--- config.mk ---
export PLATFORM = sky130hd
export DESIGN_NAME = mem_link_controller
export DESIGN_NICKNAME = d
export VERILOG_FILES = /design/src/rtl/mem_link_pkg.sv /design/src/rtl/mem_link_ram.sv /design/src/rtl/mem_link_controller.sv
export SDC_FILE = /design/constraint.sdc
export NUM_CORES = 2
export LEC_CHECK = 0
export ABC_AREA = 0
export CAP_MARGIN = 30
export CORE_ASPECT_RATIO = 1.1
export CORE_MARGIN = 2
export CORE_UTILIZATION = 35
export CTS_BUF_LIST = sky130_fd_sc_hd__clkbuf_16
export CTS_CLUSTER_DIAMETER = 30
export DETAILED_ROUTE_END_ITERATION = 10
export GPL_TIMING_DRIVEN = 0
export RECOVER_POWER = 25
export SLEW_MARGIN = 25
export SYNTH_ARGS = -nofsm -noshare
export SYNTH_HDL_FRONTEND = slang
export SYNTH_SLANG_ARGS = --single-unit
--- constraint.sdc ---
create_clock -name clock -period 7.3 [get_ports clock]
set_clock_uncertainty 0.05 [all_clocks]
set_input_delay 1.095 -clock clock [delete_from_list [all_inputs] [get_ports clock]]
set_output_delay 1.095 -clock clock [all_outputs]
set_load 0.05 [all_outputs]
--- src/rtl/mem_link_pkg.sv ---
// Shared constants and state encoding for the byte-stream memory link controller.
package mem_link_pkg;

  localparam logic [7:0] CMD_WRITE = 8'h01;
  localparam logic [7:0] CMD_READ  = 8'h02;
  localparam logic [7:0] CMD_FILL  = 8'h03;

  localparam logic [7:0] RESP_ACK  = 8'h06;
  localparam logic [7:0] RESP_NAK  = 8'h15;

  typedef enum logic [3:0] {
    S_IDLE,
    S_LEN,
    S_ADDR_HI,
    S_ADDR_LO,
    S_WR_DATA,
    S_FILL_VAL,
    S_FILL_RUN,
    S_RD_FETCH,
    S_TX_SEND,
    S_TX_WAIT
  } state_t;

endpackage

--- src/rtl/mem_link_ram.sv ---
// Single-port synchronous byte RAM with one cycle of registered read latency.
module mem_link_ram #(
  parameter int unsigned ADDR_WIDTH = 8,
  parameter int unsigned DEPTH      = 2**ADDR_WIDTH
) (
  input  logic                  clock,
  input  logic                  we,
  input  logic [ADDR_WIDTH-1:0] addr,
  input  logic [7:0]            wdata,
  output logic [7:0]            rdata
);

  logic [7:0] mem [DEPTH];

  always_ff @(posedge clock) begin
    if (we) mem[addr] <= wdata;
    rdata <= mem[addr];
  end

endmodule

--- src/rtl/mem_link_controller.sv ---
// Decodes WRITE/READ/FILL byte commands from the UART receiver, drives the byte RAM,
// and returns read data or ACK/NAK bytes through the transmitter handshake.
module mem_link_controller
  import mem_link_pkg::*;
#(
  parameter int unsigned ADDR_WIDTH = 8,
  parameter int unsigned DEPTH      = 2**ADDR_WIDTH,
  parameter int unsigned TIMEOUT    = 50000
) (
  input  logic       clock,
  input  logic       reset_n,
  input  logic       received,
  input  logic [7:0] rx_byte,
  input  logic       is_transmitting,
  output logic       transmit,
  output logic [7:0] tx_byte,
  output logic       busy,
  output state_t     state
);

  // Handshake: `received` is a one-cycle strobe qualifying rx_byte; `transmit` is a
  // one-cycle strobe issued only while is_transmitting is low, and tx_byte holds until the next one.

  logic [7:0]            cmd;
  logic [7:0]            len;
  logic [7:0]            addr_hi;
  logic [ADDR_WIDTH-1:0] addr;
  logic [8:0]            cnt;
  logic [7:0]            fill_val;
  logic [7:0]            resp_byte;
  logic                  resp_is_data;
  logic                  guard;
  logic [31:0]           idle_cnt;

  logic       ram_we;
  logic [7:0] ram_wdata;
  logic [7:0] ram_rdata;
  logic       in_cmd_phase;
  logic       timeout_hit;

  function automatic logic [ADDR_WIDTH-1:0] wire_to_addr(input logic [15:0] w);
    logic [31:0] m;
    m = {16'd0, w} % DEPTH;
    return m[ADDR_WIDTH-1:0];
  endfunction

  function automatic logic [ADDR_WIDTH-1:0] next_addr(input logic [ADDR_WIDTH-1:0] a);
    if (a == ADDR_WIDTH'(DEPTH - 1)) return '0;
    return a + ADDR_WIDTH'(1);
  endfunction

  assign in_cmd_phase = (state == S_LEN) || (state == S_ADDR_HI) || (state == S_ADDR_LO) ||
                        (state == S_WR_DATA) || (state == S_FILL_VAL);
  assign timeout_hit  = (TIMEOUT != 0) && (idle_cnt == TIMEOUT - 32'd1);

  // Write data is taken straight off the receive strobe so the write lands on the next edge.
  assign ram_we    = ((state == S_WR_DATA) && received) || (state == S_FILL_RUN);
  assign ram_wdata = (state == S_FILL_RUN) ? fill_val : rx_byte;

  mem_link_ram #(
    .ADDR_WIDTH (ADDR_WIDTH),
    .DEPTH      (DEPTH)
  ) u_ram (
    .clock (clock),
    .we    (ram_we),
    .addr  (addr),
    .wdata (ram_wdata),
    .rdata (ram_rdata)
  );

  always_ff @(posedge clock or negedge reset_n) begin
    if (!reset_n) begin
      state        <= S_IDLE;
      transmit     <= 1'b0;
      tx_byte      <= 8'h00;
      busy         <= 1'b0;
      cmd          <= 8'h00;
      len          <= 8'h00;
      addr_hi      <= 8'h00;
      addr         <= '0;
      cnt          <= 9'd0;
      fill_val     <= 8'h00;
      resp_byte    <= 8'h00;
      resp_is_data <= 1'b0;
      guard        <= 1'b0;
      idle_cnt     <= 32'd0;
    end else begin
      transmit <= 1'b0;
      if (in_cmd_phase && !received) idle_cnt <= idle_cnt + 32'd1;
      else                           idle_cnt <= 32'd0;

      case (state)
        S_IDLE: begin
          if (received) begin
            busy <= 1'b1;
            if (rx_byte inside {CMD_WRITE, CMD_READ, CMD_FILL}) begin
              cmd   <= rx_byte;
              state <= S_LEN;
            end else begin
              resp_is_data <= 1'b0;
              resp_byte    <= RESP_NAK;
              state        <= S_TX_SEND;
            end
          end
        end
        S_LEN, S_ADDR_HI, S_ADDR_LO, S_WR_DATA, S_FILL_VAL: begin
          if (received) begin
            case (state)
              S_LEN: begin
                len   <= rx_byte;
                state <= S_ADDR_HI;
              end
              S_ADDR_HI: begin
                addr_hi <= rx_byte;
                state   <= S_ADDR_LO;
              end
              S_ADDR_LO: begin
                addr <= wire_to_addr({addr_hi, rx_byte});
                cnt  <= {1'b0, len} + 9'd1;
                if (cmd == CMD_WRITE)     state <= S_WR_DATA;
                else if (cmd == CMD_READ) begin
                  resp_is_data <= 1'b1;
                  state        <= S_RD_FETCH;
                end else                  state <= S_FILL_VAL;
              end
              S_WR_DATA: begin
                addr <= next_addr(addr);
                cnt  <= cnt - 9'd1;
                if (cnt == 9'd1) begin
                  resp_is_data <= 1'b0;
                  resp_byte    <= RESP_ACK;
                  state        <= S_TX_SEND;
                end
              end
              default: begin
                fill_val <= rx_byte;
                state    <= S_FILL_RUN;
              end
            endcase
          end else if (timeout_hit) begin
            // Abandon the stalled command; anything already written stays in RAM.
            resp_is_data <= 1'b0;
            resp_byte    <= RESP_NAK;
            state        <= S_TX_SEND;
          end
        end
        S_FILL_RUN: begin
          addr <= next_addr(addr);
          cnt  <= cnt - 9'd1;
          if (cnt == 9'd1) begin
            resp_is_data <= 1'b0;
            resp_byte    <= RESP_ACK;
            state        <= S_TX_SEND;
          end
        end
        S_RD_FETCH: state <= S_TX_SEND;
        S_TX_SEND: begin
          if (!is_transmitting) begin
            transmit <= 1'b1;
            tx_byte  <= resp_is_data ? ram_rdata : resp_byte;
            guard    <= 1'b1;
            state    <= S_TX_WAIT;
            // The address only advances once its byte has been captured into tx_byte.
            if (resp_is_data) begin
              addr <= next_addr(addr);
              cnt  <= cnt - 9'd1;
            end
          end
        end
        S_TX_WAIT: begin
          if (guard) guard <= 1'b0;
          else if (!is_transmitting) begin
            if (resp_is_data && cnt != 9'd0) state <= S_RD_FETCH;
            else begin
              resp_is_data <= 1'b0;
              busy         <= 1'b0;
              state        <= S_IDLE;
            end
          end
        end
        default: state <= S_IDLE;
      endcase
    end
  end

endmodule

=== Word-level counts from Yosys, hierarchy flattened ===
Memories as Yosys holds them, arrays and structs flattened. A register that Yosys moved wholly into a read port is not among the register bits.
Cells that the tools add are included.

* Register bits after elaboration: 97
* Bits in writable memories: 2048
* Input bits: 12
* Word-level logic and storage cells: 145
* Memories kept: 1

* Add/subtract/negate cells: 4
* Equality and inequality tests: 31
* Multiplexer cells: 65
* Bitwise operators: 2
* Reductions and logical operators: 29

{| class="wikitable"
|+ Memory list
! memory !! words !! width !! rd ports !! clocked after memory_dff !! write ports !! RTL line !! text
|-
| u_ram.mem || 256 || 8 || 1 || 1 || 1 || mem_link_ram.sv:13 || <nowiki>logic [7:0] mem [DEPTH];</nowiki>
|}

{| class="wikitable"
|+ Operators with widths
! cell !! number
|-
| 2-to-1 mux 8 bit || 15
|-
| case mux 8 bit (3 select lines) || 2
|-
| adder 32 x 1 -> 32 bit, second input constant || 1
|-
| == test 32 x 16 -> 1 bit, second input constant || 1
|-
| 2-to-1 mux 32 bit || 1
|-
| 2-to-1 mux 4 bit || 8
|-
| 2-to-1 mux 9 bit || 3
|-
| case mux 9 bit (3 select lines) || 1
|-
| == test 8 x 2 -> 1 bit, second input constant || 3
|-
| 2-to-1 mux 1 bit || 24
|-
| case mux 4 bit (6 select lines) || 1
|-
| AND reduction 5 bit || 4
|-
| case mux 9 bit (2 select lines) || 1
|-
| == test 4 x 3 -> 1 bit, second input constant || 4
|-
| == test 8 x 1 -> 1 bit, second input constant || 2
|-
| != test 2 bit, second input constant || 8
|-
| case mux 4 bit (4 select lines) || 1
|-
| case mux 8 bit (2 select lines) || 1
|-
| != test 4 bit, second input constant || 3
|-
| AND reduction 10 bit || 1
|-
| adder 8 x 1 -> 9 bit, second input constant || 1
|-
| == test 9 x 1 -> 1 bit, second input constant || 1
|-
| != test 3 bit, second input constant || 3
|-
| AND reduction 3 bit || 3
|-
| other kinds (22) || 38
|}

=== Depth between registers and ports, before layout ===
* Word-level depth: 9
* Gate-level depth with buffers: 10

=== Hierarchy ===
Synthesis repeated with hierarchy kept, for this count alone.

* Cell total of the unflattened synthesis: 4071
* Area total of the unflattened synthesis: 83654.0 um^2

{| class="wikitable"
|+ Modules (own cells, without submodules)
! module !! instances !! cells each !! area each (um^2) !! sequential area each (um^2)
|-
| mem_link_ram || 1 || 3547 || 78492.8 || 61659.1
|-
| mem_link_controller || 1 || 524 || 5161.2 || 2427.3
|}

=== Worst setup path before layout ===
OpenSTA, ideal clock, no wires.

* Path type: flip-flop to flip-flop
* Start: register state[1]
* End: memory u_ram.mem[0][0], data pin
* Library setup time: 0.556 ns
* Data arrival time: 3.571 ns
* Slack: 3.124 ns
* Stages on the path, launching flop included: 5
* Clock period less this slack: 4.176 ns
* Cell sequence: dfrtp_1 > clkbuf_1 > clkbuf_1 > nor3b_2 > mux2_2

* Word-level cells in the longest chain between the ends: 2

{| class="wikitable"
|+ Ends and longest elaborated chain
! element !! RTL line !! text
|-
| start, declared || mem_link_controller.sv:18 || <nowiki>output state_t state</nowiki>
|-
| start signal, assigned || mem_link_controller.sv:73 || <nowiki>state <= S_IDLE;</nowiki>
|-
| start signal, assigned || mem_link_controller.sv:98 || <nowiki>state <= S_LEN;</nowiki>
|-
| start signal, assigned || mem_link_controller.sv:102 || <nowiki>state <= S_TX_SEND;</nowiki>
|-
| == test 4 x 3 -> 1 bit || mem_link_controller.sv:58 || <nowiki>assign ram_wdata = (state == S_FILL_RUN) ? fill_val : rx_byte;</nowiki>
|-
| 2-to-1 mux 8 bit || mem_link_controller.sv:58 ||
|-
| named net ram_wdata[0] || mem_link_controller.sv:36 || <nowiki>logic [7:0] ram_wdata;</nowiki>
|-
| end, declared || mem_link_ram.sv:13 ||
|}

The timed path passes the listed nets, and every way through them passes these cells.

=== Final worst setup path ===
* Start: register state[1]
* End: memory u_ram.mem[98][6], data pin

The elaborated chain is that of the path after synthesis.

==> load_flow_metrics.sql <==
INSERT INTO impl_metrics (metric_group, metric, value, unit) VALUES
('worst_setup_path', 'worstReg2RegStart', 'state[1]', ''),
('yosys', 'post_synth_inst_count', '4070', ''),
('sta', 'timing.final.max_slew_violations', '660', ''),
('yosys', 'synth_most_common_cell', 'edfxtp_1', ''),
('power_and_ir_drop', 'power.density', '421', 'nW/um^2'),
('grt', 'grt_max_degree', '109', ''),
('flow_run', 'maxCapViolations', '10', ''),
('routing', 'drt_pass1_iterations', '6', ''),
('routing', 'drt-vias-per-instance', '5.58', ''),
('worst_setup_path', 'critical_path_arrival', '5990', 'ps'),
('worst_setup_path', 'reg2reg_slack', '1510', 'ps'),
('cells_and_area', 'nFillCells', '20100', ''),
('clocking', 'tritoncts.num_buffers', '386', ''),
('yosys', 'netlist.area_leader.share', '73.7', '%'),
('yosys', 'synth.ff_latch_count', '2153', ''),
('worst_setup_path', 'rr_endpoint', 'u_ram.mem[98][6]', ''),
('clocking', 'postCtsResizedCells', '0', ''),
('clocking', 'setup_fix_bufs_post_cts', '0', ''),
('sta', 'hold_viol', '0', ''),
('power_and_ir_drop', 'vdd_ir_drop_max', '292', 'uV'),
('yosys', 'synthesis.nets', '4091', ''),
('yosys', 'synth_area_per_cell', '20.5', 'um^2'),
('yosys', 'seq_area_frac_synth', '76.8', '%'),
('sta', 'timing.final.setup_violations', '0', ''),
('sta', 'rsz0062_at_grt', 'no', ''),
('clocking', 'insertion_delay', '970', 'ps'),
('yosys', 'synth_warnings', '0', ''),
('yosys', 'synth_edf_count', '2048', ''),
('floorplan', 'rows', '187', ''),
('worst_hold_path', 'hold_path_class', 'register to register', ''),
('clocking', 'root_buffer', 'clkbuf_16', ''),
('floorplan', 'die-area', '242000', 'um^2'),
('grt', 'wire_length_of_the_first_global_routing_pass', '334000', 'um'),
('outcome', 'run_status', 'complete, but fails checks', ''),
('clocking', 'cts.clk_slew.worst_paths', '50', 'ps'),
('sta', 'maxSlewHeadroom', '-133', '%'),
('sta', 'worstMarginPinSlew', '3500', 'ps'),
('sta', 'fmaxAchievable', '173', 'MHz'),
('grt', 'antenna_found_initial', '5', ''),
('cells_and_area', 'area_of_the_multi_input_gates', '18200', 'um^2'),
('outcome', 'failed_checks', 'capacitance limit, slew limit', ''),
('worst_setup_path', 'worstRegToRegCells', '4', ''),
('routing', 'mean_routed_wirelength_per_cell', '29.8', 'um'),
('floorplan', 'die_w', '469', 'um'),
('worst_setup_path', 'startpoint_type', 'register', ''),
('yosys', 'synth_commonest_cells', 'edfxtp_1, mux4_2, nor2_1, a22oi_1, a21oi_1', ''),
('worst_setup_path', 'required', '7500', 'ps'),
('grt', 'groute.usage.overall', '19.3', '%'),
('routing', 'drt_wl_total', '237000', 'um'),
('clocking', 'clock_sink_count', '2153', ''),
('worst_hold_path', 'hold_path_origin', 'resp_byte[2]', ''),
('clocking', 'cts-root-to-sink-buffers', '4', ''),
('clocking', 'hold_buffers', '1', ''),
('grt', 'globalRoute.totalOverflow', '0', ''),
('clocking', 'tritoncts_clock_tree', 'yes', ''),
('sta', 'fin_tns_setup', '0', 'ps'),
('yosys', 'synthArstFlopShare', '4.51', '%'),
('cells_and_area', 'finish.net_count', '4557', ''),
('worst_hold_path', 'hold_path_depth', '1', ''),
('sta', 'post-route-period-util', '79.4', '%'),
('sta', 'final.min_clock_period', '5790', 'ps'),
('routing', 'route.antenna.remaining_nets', '0', ''),
('routing', 'detailroute.via_count', '44500', ''),
('worst_setup_path', 'max_fo_critical_path', '81', ''),
('worst_hold_path', 'worst_hold_path.endpoint', 'resp_byte[2]', ''),
('yosys', 'synth_top_cell_by_area', 'edfxtp_1', ''),
('power_and_ir_drop', 'cellLeakagePower', '32.4', 'nW'),
('sta', 'setup_ws', '1510', 'ps'),
('sta', 'hold-worst-slack', '423', 'ps'),
('floorplan', 'core_area', '237000', 'um^2'),
('grt', 'number_of_global_route_vias_before_repair', '45100', '');
-- how the worst max path moves through the flow --
stage	from	end	slack, ps	cells past startpoint
final	state[1]	u_ram.mem[98][6]	1510	4
after global routing	reset_n	tx_byte[5]	910	3
after CTS	addr[2]	u_ram.mem[206][1]	1520	9
after detailed placement	addr[2]	u_ram.mem[206][2]	1550	9
after global placement	state[1]	u_ram.mem[148][2]	610	4
after floorplan	state[1]	u_ram.mem[0][0]	3120	4
-- placed cells by master, fill, tap and decap left out, types with 9 or more instances in the layout --
cell and instances:
a21oi_1 162, edfxtp_1 2048, bufinv_16 48, clkbuf_1 128
mux4_2 512, nor3_1 12, buf_1 37, nand2_1 54
buf_2 42, clkbuf_16 389, dlygate4sd3_1 17, clkinv_2 43
nor2_1 333, clkbuf_2 26, or3_1 16, nand2b_1 11
mux2_2 21, nand3_1 26, nand4_1 9, nor2b_1 10
a22oi_1 258, xor2_1 20, clkinv_4 48, dfrtp_1 97
nor4_1 43, o22ai_1 10, and3_1 9, clkinv_1 32
buf_4 15, clkinvlp_4 58, inv_1 37, ha_1 9
buf_6 21, xnor2_1 13, buf_16 26, inv_6 47
o21ai_0 30
-- routing by layer --
metal  up-vias  routed length, um  global-route usage, %  part of all wire, %
met5         -                  0                      0                    0
met4         0              12300                   9.70                  5.2
met3       487              21500                   4.32                  9.1
met2      2440             113000                   31.1                   48
met1     23500              90500                   24.7                   38
li1      18000                  -                      -                    -
-- cell type report --
class                           instances  area share [%]
Clock inverter                        310            3.23
Timing Repair Buffer                   78            1.25
Buffer                                253            1.16
Tap cell                             3118            3.84
Sequential cell                      2153            63.0
Inverter                               14          0.0517
Clock buffer                          389            9.57
Antenna cell                            3         0.00738
Multi-Input combinational cell       1650            17.9
-- state kept, by name (all words and copies together), names as in the netlist --
register and flops:
guard 1, resp_byte 8, state 4, idle_cnt 32, transmit 1, cmd 8
resp_is_data 1, busy 1, len 8, tx_byte 8, addr 8, cnt 9
u_ram.mem 2048, fill_val 8, u_ram.rdata 8
-- logic make-up (layout without fill, tap and decap cells) --
family                     count (synthesis)  count (layout)  share of synthesized area [%]
DFF                                     2153            2153                           76.8
and+or+nand+nor                          566             566                           3.07
muxes                                    547             547                           14.3
AOI/OAI and AO/OA                        495             495                           3.89
buffers and inverters                    267            1044                           1.43
xor gates and xnor gates                  33              33                          0.347
adders and majority gates                  9               9                          0.135
other                                      0               3                              0
-- per-stage QoR --
stage	instance area [um^2]	total power, W	instances	utilization [%]
floorplan	83400	0.0204	4070	-
global placement	87600	0.0248	7213	37.0
detailed placement	88700	0.0250	7257	37.5
CTS	102000	0.0428	7957	43.0
global route	102000	0.0438	7965	43.0
finish	102000	0.0428	7968	43.0
-- report_power, final --
part | switching [W] | total (W) | internal (W)
logic | 0.00701 | 0.0108 | 0.00382
registers | 0.000154 | 0.0141 | 0.0140
clock network | 0.00631 | 0.0178 | 0.0115
-- worst max-delay path, stage by stage, from the launching register on --
cell,delay (ps)
dfrtp_1,330
clkbuf_1,310
clkbuf_1,410
nor3b_1,1470
mux2_1,2360
Note: power is estimated with default switching activity, not from simulation.
